### config.mk
export PLATFORM = sky130hd
export DESIGN_NAME = retire_tracker_flat
export DESIGN_NICKNAME = d
export VERILOG_FILES = /design/src/rtl/retire_tracker_if.sv /design/src/rtl/retire_tracker.sv /design/src/flat_wrapper.sv
export SDC_FILE = /design/constraint.sdc
export NUM_CORES = 1
export LEC_CHECK = 0
export BUFFER_PORTS_ARGS = -buffer_cell sky130_fd_sc_hd__buf_2
export CAP_MARGIN = 20
export CORE_UTILIZATION = 60
export CTS_CLUSTER_DIAMETER = 150
export DETAILED_ROUTE_END_ITERATION = 8
export MAX_ROUTING_LAYER = met4
export PLACE_DENSITY = 0.78
export SETUP_SLACK_MARGIN = 0.05
export SYNTH_ARGS = -nofsm -noshare
export SYNTH_HDL_FRONTEND = slang
export SYNTH_SLANG_ARGS = --single-unit
### constraint.sdc
create_clock -name clk -period 29 [get_ports clk]
set_input_delay 5.8 -clock clk [delete_from_list [all_inputs] [get_ports clk]]
set_output_delay 5.8 -clock clk [all_outputs]
set_load 0.02 [all_outputs]
### src/rtl/retire_tracker_if.sv
// Issue-capture and retire-record bundle for retire_tracker.
// The tracker binds to the slave modport; the core/bench side uses master.
interface retire_tracker_if;
  logic        iss_valid;
  logic [31:0] iss_pc;
  logic [31:0] iss_instr;
  logic [5:0]  iss_type;
  logic [4:0]  iss_rd;
  logic [4:0]  iss_rs1;
  logic [4:0]  iss_rs2;

  // Record handshake: rec_valid is driven only from tracker state and never
  // depends on rec_ready; a record transfers on a rising edge where both are
  // high, and while rec_valid is high without rec_ready the record holds.
  logic        rec_valid;
  logic        rec_ready;
  logic [31:0] rec_pc;
  logic [31:0] rec_instr;
  logic [5:0]  rec_type;
  logic [4:0]  rec_rd;
  logic [4:0]  rec_rs1;
  logic [4:0]  rec_rs2;
  logic [31:0] rec_seq;

  modport master (
    output iss_valid, iss_pc, iss_instr, iss_type, iss_rd, iss_rs1, iss_rs2,
    output rec_ready,
    input  rec_valid, rec_pc, rec_instr, rec_type, rec_rd, rec_rs1, rec_rs2, rec_seq
  );

  modport slave (
    input  iss_valid, iss_pc, iss_instr, iss_type, iss_rd, iss_rs1, iss_rs2,
    input  rec_ready,
    output rec_valid, rec_pc, rec_instr, rec_type, rec_rd, rec_rs1, rec_rs2, rec_seq
  );
endinterface

### src/rtl/retire_tracker.sv
// Shadow pipeline following issued instructions to write-back, emitting ordered
// retire records through a FIFO. Define RETIRE_TRACKER_CHECK_EN for sticky err_sync.
module retire_tracker #(
  parameter int unsigned STAGES     = 4,
  parameter int unsigned FIFO_DEPTH = 8,
  parameter int unsigned MAX_RETIRE = 50
) (
  input  logic               clk,
  input  logic               reset,
  retire_tracker_if.slave    bus,
  input  logic               stall,
  input  logic               flush,
  input  logic               retire,
  output logic [31:0]        retire_count,
  output logic               done,
  output logic               overflow,
  output logic               err_sync
);

  localparam int unsigned AW      = $clog2(FIFO_DEPTH);
  localparam logic [AW:0] DEPTH_C = (AW+1)'(FIFO_DEPTH);
  localparam logic [31:0] MAX_C   = 32'(MAX_RETIRE);

  typedef struct packed {
    logic [31:0] pc;
    logic [31:0] instr;
    logic [5:0]  itype;
    logic [4:0]  rd;
    logic [4:0]  rs1;
    logic [4:0]  rs2;
  } slot_t;

  typedef struct packed {
    slot_t       s;
    logic [31:0] seq;
  } rec_t;

  // ---------------- shadow pipeline ----------------
  slot_t             slot_q [STAGES];
  slot_t             slot_d [STAGES];
  logic [STAGES-1:0] vld_q;
  logic [STAGES-1:0] vld_d;
  slot_t             iss_slot;
  logic              hold;
  logic              push;

  assign iss_slot = '{pc:    bus.iss_pc,
                      instr: bus.iss_instr,
                      itype: bus.iss_type,
                      rd:    bus.iss_rd,
                      rs1:   bus.iss_rs1,
                      rs2:   bus.iss_rs2};

  assign hold = flush | stall;
  assign push = retire & vld_q[STAGES-1];

  always_comb begin
    slot_d = slot_q;
    vld_d  = vld_q;
    if (hold) begin
      // Flush kills everything younger than write-back, including this edge's capture.
      if (flush) vld_d[STAGES-2:0] = '0;
      // A held write-back slot that retired must not be retired again.
      if (push) vld_d[STAGES-1] = 1'b0;
    end else begin
      vld_d     = {vld_q[STAGES-2:0], bus.iss_valid};
      slot_d[0] = iss_slot;
      for (int k = 1; k < STAGES; k++) slot_d[k] = slot_q[k-1];
    end
  end

  always_ff @(posedge clk or negedge reset) begin
    if (!reset) vld_q <= '0;
    else        vld_q <= vld_d;
  end

  always_ff @(posedge clk) begin
    slot_q <= slot_d;
  end

  // ---------------- retire counter / done ----------------
  logic [31:0] cnt_q;
  logic        done_q;

  always_ff @(posedge clk or negedge reset) begin
    if (!reset) begin
      cnt_q  <= '0;
      done_q <= 1'b0;
    end else begin
      if (push && (cnt_q != 32'hFFFF_FFFF)) cnt_q <= cnt_q + 32'd1;
      done_q <= done_q | (cnt_q >= MAX_C);
    end
  end

  assign retire_count = cnt_q;
  assign done         = done_q;

  // ---------------- record FIFO ----------------
  rec_t          mem_q [FIFO_DEPTH];
  logic [AW-1:0] wr_ptr_q;
  logic [AW-1:0] rd_ptr_q;
  logic [AW:0]   occ_q;
  logic          full;
  logic          pop;
  logic          wr_en;
  logic          ovf_q;
  rec_t          head;

  assign full          = (occ_q == DEPTH_C);
  assign bus.rec_valid = (occ_q != '0);
  assign pop           = bus.rec_valid & bus.rec_ready;
  // A full FIFO still accepts a push when the head leaves on the same edge.
  assign wr_en         = push & (~full | pop);

  always_ff @(posedge clk) begin
    if (wr_en) mem_q[wr_ptr_q] <= '{s: slot_q[STAGES-1], seq: cnt_q};
  end

  always_ff @(posedge clk or negedge reset) begin
    if (!reset) begin
      wr_ptr_q <= '0;
      rd_ptr_q <= '0;
      occ_q    <= '0;
      ovf_q    <= 1'b0;
    end else begin
      if (wr_en) wr_ptr_q <= wr_ptr_q + AW'(1);
      if (pop)   rd_ptr_q <= rd_ptr_q + AW'(1);
      case ({wr_en, pop})
        2'b10:   occ_q <= occ_q + (AW+1)'(1);
        2'b01:   occ_q <= occ_q - (AW+1)'(1);
        default: occ_q <= occ_q;
      endcase
      ovf_q <= ovf_q | (push & full & ~pop);
    end
  end

  assign overflow      = ovf_q;
  assign head          = mem_q[rd_ptr_q];
  assign bus.rec_pc    = head.s.pc;
  assign bus.rec_instr = head.s.instr;
  assign bus.rec_type  = head.s.itype;
  assign bus.rec_rd    = head.s.rd;
  assign bus.rec_rs1   = head.s.rs1;
  assign bus.rec_rs2   = head.s.rs2;
  assign bus.rec_seq   = head.seq;

  // ---------------- protocol checking ----------------
`ifdef RETIRE_TRACKER_CHECK_EN
  logic err_q;
  logic bad_type;

  assign bad_type = bus.iss_valid & ~hold & ~$onehot(bus.iss_type);

  always_ff @(posedge clk or negedge reset) begin
    if (!reset) err_q <= 1'b0;
    else        err_q <= err_q | (retire & ~vld_q[STAGES-1]) | bad_type;
  end

  assign err_sync = err_q;
`else
  assign err_sync = 1'b0;
`endif

endmodule

### src/flat_wrapper.sv
// flat-port wrapper written by rule: the top's interface ports become plain ports
module retire_tracker_flat 
#(
  parameter int unsigned STAGES     = 4,
  parameter int unsigned FIFO_DEPTH = 8,
  parameter int unsigned MAX_RETIRE = 50
)
  (clk, reset, stall, flush, retire, retire_count, done, overflow, err_sync, bus_iss_valid, bus_iss_pc, bus_iss_instr, bus_iss_type, bus_iss_rd, bus_iss_rs1, bus_iss_rs2, bus_rec_ready, bus_rec_valid, bus_rec_pc, bus_rec_instr, bus_rec_type, bus_rec_rd, bus_rec_rs1, bus_rec_rs2, bus_rec_seq);
  retire_tracker_if bus_i ();
  input  logic clk;
  input  logic reset;
  input  logic stall;
  input  logic flush;
  input  logic retire;
  output logic [31:0] retire_count;
  output logic done;
  output logic overflow;
  output logic err_sync;
  input wire logic [$bits(bus_i.iss_valid)-1:0] bus_iss_valid;
  input wire logic [$bits(bus_i.iss_pc)-1:0] bus_iss_pc;
  input wire logic [$bits(bus_i.iss_instr)-1:0] bus_iss_instr;
  input wire logic [$bits(bus_i.iss_type)-1:0] bus_iss_type;
  input wire logic [$bits(bus_i.iss_rd)-1:0] bus_iss_rd;
  input wire logic [$bits(bus_i.iss_rs1)-1:0] bus_iss_rs1;
  input wire logic [$bits(bus_i.iss_rs2)-1:0] bus_iss_rs2;
  input wire logic [$bits(bus_i.rec_ready)-1:0] bus_rec_ready;
  output wire logic [$bits(bus_i.rec_valid)-1:0] bus_rec_valid;
  output wire logic [$bits(bus_i.rec_pc)-1:0] bus_rec_pc;
  output wire logic [$bits(bus_i.rec_instr)-1:0] bus_rec_instr;
  output wire logic [$bits(bus_i.rec_type)-1:0] bus_rec_type;
  output wire logic [$bits(bus_i.rec_rd)-1:0] bus_rec_rd;
  output wire logic [$bits(bus_i.rec_rs1)-1:0] bus_rec_rs1;
  output wire logic [$bits(bus_i.rec_rs2)-1:0] bus_rec_rs2;
  output wire logic [$bits(bus_i.rec_seq)-1:0] bus_rec_seq;
  assign bus_i.iss_valid = bus_iss_valid;
  assign bus_i.iss_pc = bus_iss_pc;
  assign bus_i.iss_instr = bus_iss_instr;
  assign bus_i.iss_type = bus_iss_type;
  assign bus_i.iss_rd = bus_iss_rd;
  assign bus_i.iss_rs1 = bus_iss_rs1;
  assign bus_i.iss_rs2 = bus_iss_rs2;
  assign bus_i.rec_ready = bus_rec_ready;
  assign bus_rec_valid = bus_i.rec_valid;
  assign bus_rec_pc = bus_i.rec_pc;
  assign bus_rec_instr = bus_i.rec_instr;
  assign bus_rec_type = bus_i.rec_type;
  assign bus_rec_rd = bus_i.rec_rd;
  assign bus_rec_rs1 = bus_i.rec_rs1;
  assign bus_rec_rs2 = bus_i.rec_rs2;
  assign bus_rec_seq = bus_i.rec_seq;
  retire_tracker #(.STAGES(STAGES), .FIFO_DEPTH(FIFO_DEPTH), .MAX_RETIRE(MAX_RETIRE)) u_core (.clk(clk), .reset(reset), .bus(bus_i), .stall(stall), .flush(flush), .retire(retire), .retire_count(retire_count), .done(done), .overflow(overflow), .err_sync(err_sync));
endmodule
==> results of run 1 <==
[cells by family after synthesis]
logic type | count (synthesis)
AOI/OAI and AO/OA | 13
other | 1
DFF | 1324
and+or+nand+nor | 104
xor gates and xnor gates | 36
adders and majority gates | 7
buffers and inverters | 83
muxes | 360
[power by group through the flow]
stage	sequential, mW	clock (mW)	combinational (mW)
global placement	2.22	0	0.979
global route	2.17	1.74	1.06
floorplan	2.18	0	0.757
detailed placement	2.21	0	1.01
finish	2.17	1.64	0.996
CTS	2.17	1.67	1.02
[final cells by class]
class / count / area (um2) / share of cell area (%)
diodes: 2 / 5.00 / 0.00917
inverters: 10 / 37.5 / 0.0688
multi-input cells: 521 / 7910 / 14.5
repair buffers: 278 / 1550 / 2.84
well taps: 1050 / 1310 / 2.41
clock inverters: 70 / 766 / 1.40
flip-flops and latches: 1324 / 39500 / 72.5
clock buffers: 165 / 3450 / 6.32
[how the worst min path moves through the flow]
stage	from	to	depth (start not counted)	slack (ns)
2_1_floorplan	u_core.slot_q[85]	u_core.slot_q[0]	0	0.40
3_3_place_gp	u_core.slot_q[135]	u_core.slot_q[50]	0	0.40
3_5_place_dp	u_core.slot_q[191]	u_core.slot_q[106]	0	0.40
4_1_cts	u_core.slot_q[205]	u_core.slot_q[120]	0	0.41
5_1_grt	u_core.slot_q[87]	u_core.slot_q[2]	0	0.42
6_report	u_core.slot_q[205]	u_core.slot_q[120]	0	0.41
[through the flow]
step	utilization (%)	hold slack (ns)	worst slack [ns]	area (um2)
final	69.2	0.405	18.93	54600
after global routing	69.2	0.416	18.76	54600
after CTS	69.1	0.406	18.84	54500
after detailed placement	63.8	0.405	19.64	50300
after global placement	63.8	0.401	19.47	50300
after floorplan	-	0.400	7.21	47800
[routing by layer]
metal  GRT usage, %  wire length [um]
met1           30.5             35900
met2           37.5             45400
met3           4.29              5680
met4           8.04              2510
met5              -                 0
[layout by cell type (no fill, tap or decap), drive strengths merged, types with 6 or more instances in the layout]
cell type  count
clkinv        47
bufinv        10
inv           16
nand2         18
xor2          14
edfxtp      1276
xnor2         22
clkinvlp       7
nand4         10
nor4          13
clkbuf       165
mux2         120
and4           6
nor2          14
mux2i          6
nor3          11
nand3         15
dfrtp         48
ha             6
buf          278
mux4         234
[sequential cells by signal (all words and copies together), names as in the netlist]
| name | cells |
|---|---|
| u_core.rd_ptr_q | 3 |
| u_core.mem_q | 936 |
| u_core.vld_q | 4 |
| u_core.occ_q | 4 |
| u_core.overflow | 1 |
| u_core.retire_count | 32 |
| u_core.wr_ptr_q | 3 |
| u_core.slot_q | 340 |
| u_core.done | 1 |
==> run summary, run 1 <==
outcome = finished clean
CP startpoint = u_core.rd_ptr_q[1]
critical path's top delay family = buffers and inverters
IO Count = 245
die height = 284 um
internal power = 3.52 mW
CP Class = register to output pin
first drt pass iteration count = 5
compound-gate portion of the synthesized area = 0.191%
Core ar. = 78900 um2
EDFF count, synth = 1276
Seq cells post-synth = 1324
vias in the first global route = 21800
routed vias = 20600
Buffers on Ports = 243
combinational share of power = 20.7%
Seq pwr share = 45.1%
synth cell count leaders = edfxtp_1 (1276), mux4_2 (234), mux2_2 (120), dfrtp_1 (48), clkbuf_1 (34)
Synth Net Count = 2027
Post-CTS Setup Bufs = 0
# DRC = 0
final cell count without fillers = 3420
routability cong. = 0.787
post_cts resized = 0
peak supply drop = 0.0000873 V
DP HPWL = 46.4 mm
most frequent cell after synthesis = edfxtp_1
wire length per cell = 26.2 um
combinational family with the most area after synthesis = multiplexers
register clock-pin slew on the reported worst setup and hold paths = 0.06 ns
setup TNS = 0 ns
Clock power frac = 34.2%
PD cells = 88.1 nW/um2
flop2flop setup slack = 25.32 ns
CP Depth = 6
mux cell area share after synthesis = 14.0%
Max-cap violations = 0
RSZ-0062 raised after global routing = false
switching pwr = 1.28 mW
ys flop type = edfxtp_1
worst hold path type = register to register
worst-path cell chain = buf_16 -> buf_4 -> buf_4 -> mux4_2 -> mux2_2 -> buf_2
CP max stage cell = buf_4
Hold Violations, Final = 0
r2r endpoint = u_core.mem_q[5][30]
reg2reg path depth = 6
Synth Instances = 1928
synth top area cells = edfxtp_1 (80%), mux4_2 (11%), mux2_2 (2.8%), dfrtp_1 (2.5%), xnor2_1 (0.40%)
CTS tree = done
Synth Area in XOR/XNOR = 0.660%
via/cell ratio = 6.03
Die Area = 80700 um2
Bufs and invs on worst path = 4
layout cells sized above 1 = 35.5%
Num CTS Buffers = 130
# nets final = 2364
fill cell count = 4638
required time at the worst-slack endpoint = 23.20 ns
htree depth = 4
Placed Cells incl. Taps = 3181
post-synthesis cell type count = 50
CTS Hold Bufs = 0
Mapped Area = 47800 um2
period utilisation layout = 34.7%
maximum buffer depth of the clock tree = 3
clock skew = 0.0176 ns
critical path peak fanout = 62
power consumption = 4.80 mW
crit path DAT = 4.27 ns
crit path to = bus_rec_pc[0]
leak pwr = 17.6 nW
Overflow after GRT = 0
post-synth top area share = 80.2%
Synth Area in Adders = 0.199%
sw frac = 26.7%
Total Wirelength = 89.5 mm
most used cell, CP = buf_4
initial antenna violation count = 1
Initial Utilization = 60.6%
Tmin final = 10.07 ns
Slew HR = 27.7%
final setup vio count = 0
CP max stage delay = 0.83 ns
launching element type of the critical path = register
register area share after synthesis = 82.7%
ys async rst share = 3.63%
YS warnings = 0
clock sinks = 1324
largest net degree at the start of global routing = 133
Worst Setup End Kind = output pin
# rows = 103
initial DRC count = 1820
top cell type by total area after synthesis = edfxtp_1
simple-gate area share of the yosys netlist = 1.39%
Reg2Reg Launch Point = u_core.occ_q[0]
Die X = 284 um
worst slew pin tran = 1.08 ns
antenna-violating nets left = 0
GRT Total Usage = 23.4%
fin. max-slew vios = 0
first-pass GRT wire length = 135 mm
clk_lat worst skew = 0.71 ns
top achievable clock speed = 99.3 MHz
clk root buf = clkbuf_16
syn_area_per_cell = 24.8 um2
P&R area growth vs syn = 14.2%
No activity file was read; power rests on OpenSTA's default activity.
==> run 2, diff against run 1 <==
--- a/config.mk
+++ b/config.mk
@@ -7,11 +7,11 @@
 export LEC_CHECK = 0
 export BUFFER_PORTS_ARGS = -buffer_cell sky130_fd_sc_hd__buf_2
 export CAP_MARGIN = 20
-export CORE_UTILIZATION = 60
+export CORE_UTILIZATION = 55
 export CTS_CLUSTER_DIAMETER = 150
 export DETAILED_ROUTE_END_ITERATION = 8
 export MAX_ROUTING_LAYER = met4
-export PLACE_DENSITY = 0.78
+export PLACE_DENSITY = 0.76
 export SETUP_SLACK_MARGIN = 0.05
 export SYNTH_ARGS = -nofsm -noshare
 export SYNTH_HDL_FRONTEND = slang
==> constraint.sdc (replaced) <==
create_clock -name clk -period 8.9 [get_ports clk]
set_input_delay 1.78 -clock clk [delete_from_list [all_inputs] [get_ports clk]]
set_output_delay 1.78 -clock clk [all_outputs]
set_load 0.02 [all_outputs]
==> run 2 against run 1 <==
  * Core utilization is 5.1 points lower
  * Sequential power grew to 3.3 times the previous value
  * Non-clock buffer count fell by 1
  * Hold slack improved by 0.0021 ns
  * Final area rose by 0.53%
  * Register-to-register slack worse by 20 ns
  * Critical path type unchanged
  * Largest cell class unchanged
  * Highest routed layer unchanged
==> run summary, run 2 (synthesized netlist as in run 1, its figures left out) <==
outcome = finished clean
peak supply drop = 0.000259 V (+200%)
htree depth = 4 (unchanged)
commonest non-fill, non-tap cell in the layout = edfxtp_1
first-pass GRT wire length = 136 mm (+0.80%)
CP max stage delay = 0.98 ns (+0.15 ns)
wire length per cell = 25.8 um (-1.4%)
IO Count = 245 (unchanged)
worst-path cell chain = buf_12 -> mux4_2 -> mux2_2 -> buf_2
register clock-pin slew on the reported worst setup and hold paths = 0.06 ns (about the same)
critical path peak fanout = 95 (+53%)
via/cell ratio = 5.85 (-3.0%)
# DRC = 0 (unchanged)
clock sinks = 1324 (unchanged)
period utilisation layout = 61.5%
top layer in use = met4
# nets final = 2366 (+0.085%)
CP max stage cell = dfrtp_4
Overflow after GRT = 0 (unchanged)
Reg2Reg Launch Point = u_core.occ_q[0]
Core ar. = 85500 um2 (+8.5%)
met1 wire length = 38.3 mm (+6.8%)
clk root buf = clkbuf_16
PD cells = 292 nW/um2 (+230%)
wire length on met2 = 45.6 mm (+0.36%)
Buffers on Ports = 243 (unchanged)
launching element type of the critical path = register
# diodes = 0 (-2)
Die Area = 88000 um2 (+9.0%)
CP startpoint = u_core.rd_ptr_q[0]
worst hold path type = register to register
Worst Setup End Kind = output pin
initial antenna violation count = 3 (+2)
routed vias = 20600 (-0.33%)
RSZ-0062 raised after global routing = false
Slew HR = 28.6% (+0.90 points)
required time at the worst-slack endpoint = 7.12 ns (-16.08 ns)
maximum buffer depth of the clock tree = 3 (unchanged)
Tmin final = 5.48 ns
Max-cap violations = 0 (unchanged)
largest net degree at the start of global routing = 148 (+11%)
routability cong. = 0.781 (-0.77%)
top achievable clock speed = 183 MHz
initial DRC count = 1836 (+0.88%)
max reg flops = 936 (unchanged)
clk_lat worst skew = 0.75 ns (+0.04 ns)
Die X = 297 um (+4.4%)
GRT Total Usage = 21.5% (-1.8 points)
antenna-violating nets left = 0 (unchanged)
Num CTS Buffers = 133 (+2.3%)
hold_sp = u_core.slot_q[112]
fin. max-slew vios = 0 (unchanged)
vias in the first global route = 21500 (-1.5%)
Post-CTS Setup Bufs = 0 (unchanged)
post_cts resized = 0 (unchanged)
Area after DPL = 50400 um2 (+0.26%)
leak pwr = 17.9 nW (+1.6%)
clock skew = 0.0336 ns (+0.0160 ns)
die height = 297 um (+4.4%)
CTS tree = done
Bufs and invs on worst path = 2 (-2)
crit path DAT = 3.70 ns (-0.57 ns)
final setup vio count = 0 (unchanged)
most flop-heavy register = u_core.mem_q
Total Wirelength = 90.7 mm (+1.3%)
fill cell count = 5468 (+18%)
critical path's top delay family = flip-flops
commonest non-fill, non-tap cells in the layout = edfxtp_1 (1276), buf_2 (243), mux4_2 (234)
final hold slack = 0.408 ns (+0.00211 ns)
DP HPWL = 48.0 mm (+3.4%)
worst slew pin tran = 1.07 ns (-0.0136 ns)
layout cells sized above 1 = 35.8% (+0.31 points)
metal3 WL = 4.56 mm (-20%)
post-route design area = 54900 um2 (+0.53%)
CTS Hold Bufs = 0 (unchanged)
Initial Utilization = 55.8% (-4.7 points)
CP Class = register to output pin
first drt pass iteration count = 6 (+1)
Hold Violations, Final = 0 (unchanged)
P&R area growth vs syn = 14.8%
# rows = 107 (+3.9%)
## run 2: cell count changes in the layout (fill, tap and decap cells not counted), sizes merged
cell / change
inv: +4
buf: -1
clkinvlp: -4
bufinv: +1
clkbuf: -1
diode: -2
clkinv: +3
## run 2: worst paths after layout
check                      cells past startpoint                       to  slack, ns
max                                            4          bus_rec_type[2]       3.42
min                                            0        u_core.slot_q[27]       0.41
max reg2reg                                    6      u_core.mem_q[6][88]       5.47
min reg2reg                                    0        u_core.slot_q[27]       0.41
max in group asynchronous                      2  u_core.retire_count[26]       7.48
min in group asynchronous                      1          u_core.occ_q[0]       0.90
## run 2: area by class of cell
cell class	instances	area, um2	area share (%)
clock buffers	164	3490	6.37
clock inverters	74	882	1.61
inverters	10	37.5	0.0684
multi-input cells	521	7930	14.5
flip-flops and latches	1324	39500	72.1
well taps	1144	1430	2.61
repair buffers	277	1550	2.82
## run 2: stage by stage
step	utilization, %	instances	total power, mW	setup TNS (ns)	setup slack, ns
2_1_floorplan	-	1928	9.66	-1218.81	-2.72
3_3_place_gp	59.0	3274	10.7	0	3.99
3_5_place_dp	59.0	3274	10.7	0	3.98
4_1_cts	64.1	3512	16.3	0	3.29
5_1_grt	64.1	3514	16.6	0	3.14
6_report	64.1	3514	16.0	0	3.42
## run 2: per-layer routing
metal | vias up | track usage [%]
li1 | 8788 | -
met3 | 156 | 3.56
met1 | 11000 | 29.4
met4 | 0 | 7.13
met2 | 653 | 33.6
met5 | - | -
## run 2: power breakdown
group / internal, mW / switching (mW) / leakage [nW] / total (mW)
Sequential: 6.89 / 0.209 / 12.1 / 7.10
Clock: 3.17 / 2.35 / 2.13 / 5.51
Combinational: 1.60 / 1.82 / 3.66 / 3.42
Total: 11.7 / 4.38 / 17.9 / 16.0
==> run 3, diff against run 2 <==
--- a/config.mk
+++ b/config.mk
@@ -7,11 +7,11 @@
 export LEC_CHECK = 0
 export BUFFER_PORTS_ARGS = -buffer_cell sky130_fd_sc_hd__buf_2
 export CAP_MARGIN = 20
-export CORE_UTILIZATION = 55
+export CORE_UTILIZATION = 60
 export CTS_CLUSTER_DIAMETER = 150
 export DETAILED_ROUTE_END_ITERATION = 8
 export MAX_ROUTING_LAYER = met4
-export PLACE_DENSITY = 0.76
+export PLACE_DENSITY = 0.78
 export SETUP_SLACK_MARGIN = 0.05
 export SYNTH_ARGS = -nofsm -noshare
 export SYNTH_HDL_FRONTEND = slang
==> constraint.sdc (replaced) <==
create_clock -name clk -period 5.53 [get_ports clk]
set_input_delay 1.106 -clock clk [delete_from_list [all_inputs] [get_ports clk]]
set_output_delay 1.106 -clock clk [all_outputs]
set_load 0.02 [all_outputs]
==> run 3 against run 2 <==
  * First-iteration DRC count down 0.38%
  * Global-route usage increased by 2.6 points
  * Register-to-register slack got worse by 2.8 ns
  * Combinational power grew 62%
  * Critical path depth did not move
  * Hold slack improved by 0.0050 ns
  * Sequential power increased by 61%
==> run summary, run 3 (synthesized netlist as in run 1, its figures left out) <==
outcome = finished clean
Hold Violations, Final = 0 (unchanged)
initial antenna violation count = 4 (+1)
critical path's top delay family = flip-flops
P&R area growth vs syn = 14.8% (about the same)
required time at the worst-slack endpoint = 4.42 ns (-2.70 ns)
period utilisation layout = 78.9%
Num CTS Buffers = 132 (-0.75%)
CTS Hold Bufs = 0 (unchanged)
Clock power frac = 33.8% (-0.6 points)
DP HPWL = 46.7 mm (-2.7%)
switching pwr = 6.92 mW (+58%)
# DRC = 0 (unchanged)
GRT Total Usage = 24.2% (+2.6 points)
Worst Setup End Kind = output pin
most flop-heavy register = u_core.mem_q
antenna-violating nets left = 0 (unchanged)
worst slew pin tran = 0.971 ns (-0.101 ns)
Seq pwr share = 44.6% (+0.3 points)
CP max stage delay = 0.94 ns (-0.04 ns)
crit path DAT = 3.26 ns (-0.44 ns)
register clock-pin slew on the reported worst setup and hold paths = 0.06 ns (about the same)
Bufs and invs on worst path = 2 (unchanged)
post_cts resized = 0 (unchanged)
launching element type of the critical path = register
Die Area = 80700 um2 (-8.3%)
Area after DPL = 50600 um2 (+0.29%)
first drt pass iteration count = 5 (-1)
commonest non-fill, non-tap cell in the layout = edfxtp_1
CTS tree = done
Overflow after GRT = 0 (unchanged)
clk root buf = clkbuf_16
internal power = 18.7 mW (+60%)
Post-CTS Setup Bufs = 0 (unchanged)
CP Class = register to output pin
sw frac = 27.0% (-0.26 points)
maximum buffer depth of the clock tree = 3 (unchanged)
Die X = 284 um (-4.2%)
post-route setup slack = 1.17 ns (-2.26 ns)
top achievable clock speed = 229 MHz
routed vias = 20800 (+1.1%)
clk_lat worst skew = 0.72 ns (-0.03 ns)
via/cell ratio = 6.07 (+3.7%)
vias in the first global route = 22100 (+2.6%)
worst hold path type = register to register
largest net degree at the start of global routing = 103 (-30%)
# nets final = 2370 (+0.17%)
Slew HR = 35.3% (+6.7 points)
Core ar. = 78900 um2 (-7.8%)
RSZ-0062 raised after global routing = false
dpl ws = 1.84 ns (-2.14 ns)
final setup vio count = 0 (unchanged)
worst-path cell chain = buf_4 -> mux4_2 -> mux2_2 -> buf_2
Max-cap violations = 0 (unchanged)
initial DRC count = 1829 (-0.38%)
peak supply drop = 0.000560 V (+120%)
IO Count = 245 (unchanged)
# rows = 103 (-3.7%)
fin. max-slew vios = 0 (unchanged)
routability cong. = 0.755 (-3.4%)
commonest non-fill, non-tap cells in the layout = edfxtp_1 (1276), buf_2 (243), mux4_2 (234)
Tmin final = 4.36 ns
clock sinks = 1324 (unchanged)
layout cells sized above 1 = 35.6% (-0.20 points)
Buffers on Ports = 243 (unchanged)
CP max stage cell = dfrtp_4
combinational share of power = 21.6% (+0.3 points)
wire length per cell = 27.0 um (+4.5%)
leak pwr = 17.9 nW (-0.10%)
PD cells = 467 nW/um2 (+60%)
clock skew = 0.0186 ns (-0.0150 ns)
Total Wirelength = 92.3 mm (+1.8%)
post-route design area = 54900 um2 (about the same)
first-pass GRT wire length = 138 mm (+1.9%)
Initial Utilization = 60.6% (+4.7 points)
die height = 284 um (-4.2%)
critical path peak fanout = 34 (-64%)
max reg flops = 936 (unchanged)
htree depth = 4 (unchanged)
[run 3: power groups by stage]
| stage | Clock (mW) | Combinational (mW) | Sequential, mW |
|---|---|---|---|
| 2_1_floorplan | 0 | 4.17 | 11.4 |
| 3_3_place_gp | 0 | 5.47 | 11.6 |
| 3_5_place_dp | 0 | 5.56 | 11.6 |
| 4_1_cts | 8.82 | 5.65 | 11.4 |
| 5_1_grt | 9.18 | 5.87 | 11.4 |
| 6_report | 8.66 | 5.54 | 11.4 |
[run 3: layout make-up]
cell class,count,area (um2)
antenna,1,2.50
clock inverter,79,808
clock buffer,159,3430
timing repair buffer,282,1760
inverter,10,37.5
sequential,1324,39500
fill,4559,24000
tap,1050,1310
multi-input combinational,521,7980
[run 3: path summary, 6_finish.rpt]
path / slack (ns) / endpoint / from / cells past startpoint
max: 1.17 / bus_rec_pc[14] / u_core.rd_ptr_q[0] / 4
max in group asynchronous: 4.55 / u_core.rd_ptr_q[0] / reset / 2
min in group asynchronous: 0.48 / u_core.vld_q[0] / reset / 2
min reg2reg: 0.41 / u_core.slot_q[89] / u_core.slot_q[174] / 0
max reg2reg: 2.69 / u_core.retire_count[6] / u_core.retire_count[27] / 5
min: 0.41 / u_core.slot_q[89] / u_core.slot_q[174] / 0
[run 3: metal layers]
| metal | global-route usage [%] | vias up | share of wire [%] |
|---|---|---|---|
| met4 | 7.66 | 0 | 2.0 |
| met1 | 31.6 | 11000 | 40 |
| met5 | - | - | 0 |
| met3 | 3.82 | 145 | 6.1 |
| met2 | 39.6 | 808 | 52 |
| li1 | - | 8811 | - |
[run 3: stage by stage]
| step | setup TNS [ns] | hold WS, ns | cells | total power, mW | utilization, % |
|---|---|---|---|---|---|
| global placement | 0 | 0.400 | 3185 | 17.1 | 64.1 |
| detailed placement | 0 | 0.405 | 3185 | 17.2 | 64.1 |
| CTS | 0 | 0.411 | 3423 | 25.9 | 69.5 |
| global route | 0 | 0.413 | 3426 | 26.5 | 69.6 |
| finish | 0 | 0.413 | 3426 | 25.6 | 69.6 |
| floorplan | -385.36 | 0.400 | 1928 | 15.6 | - |
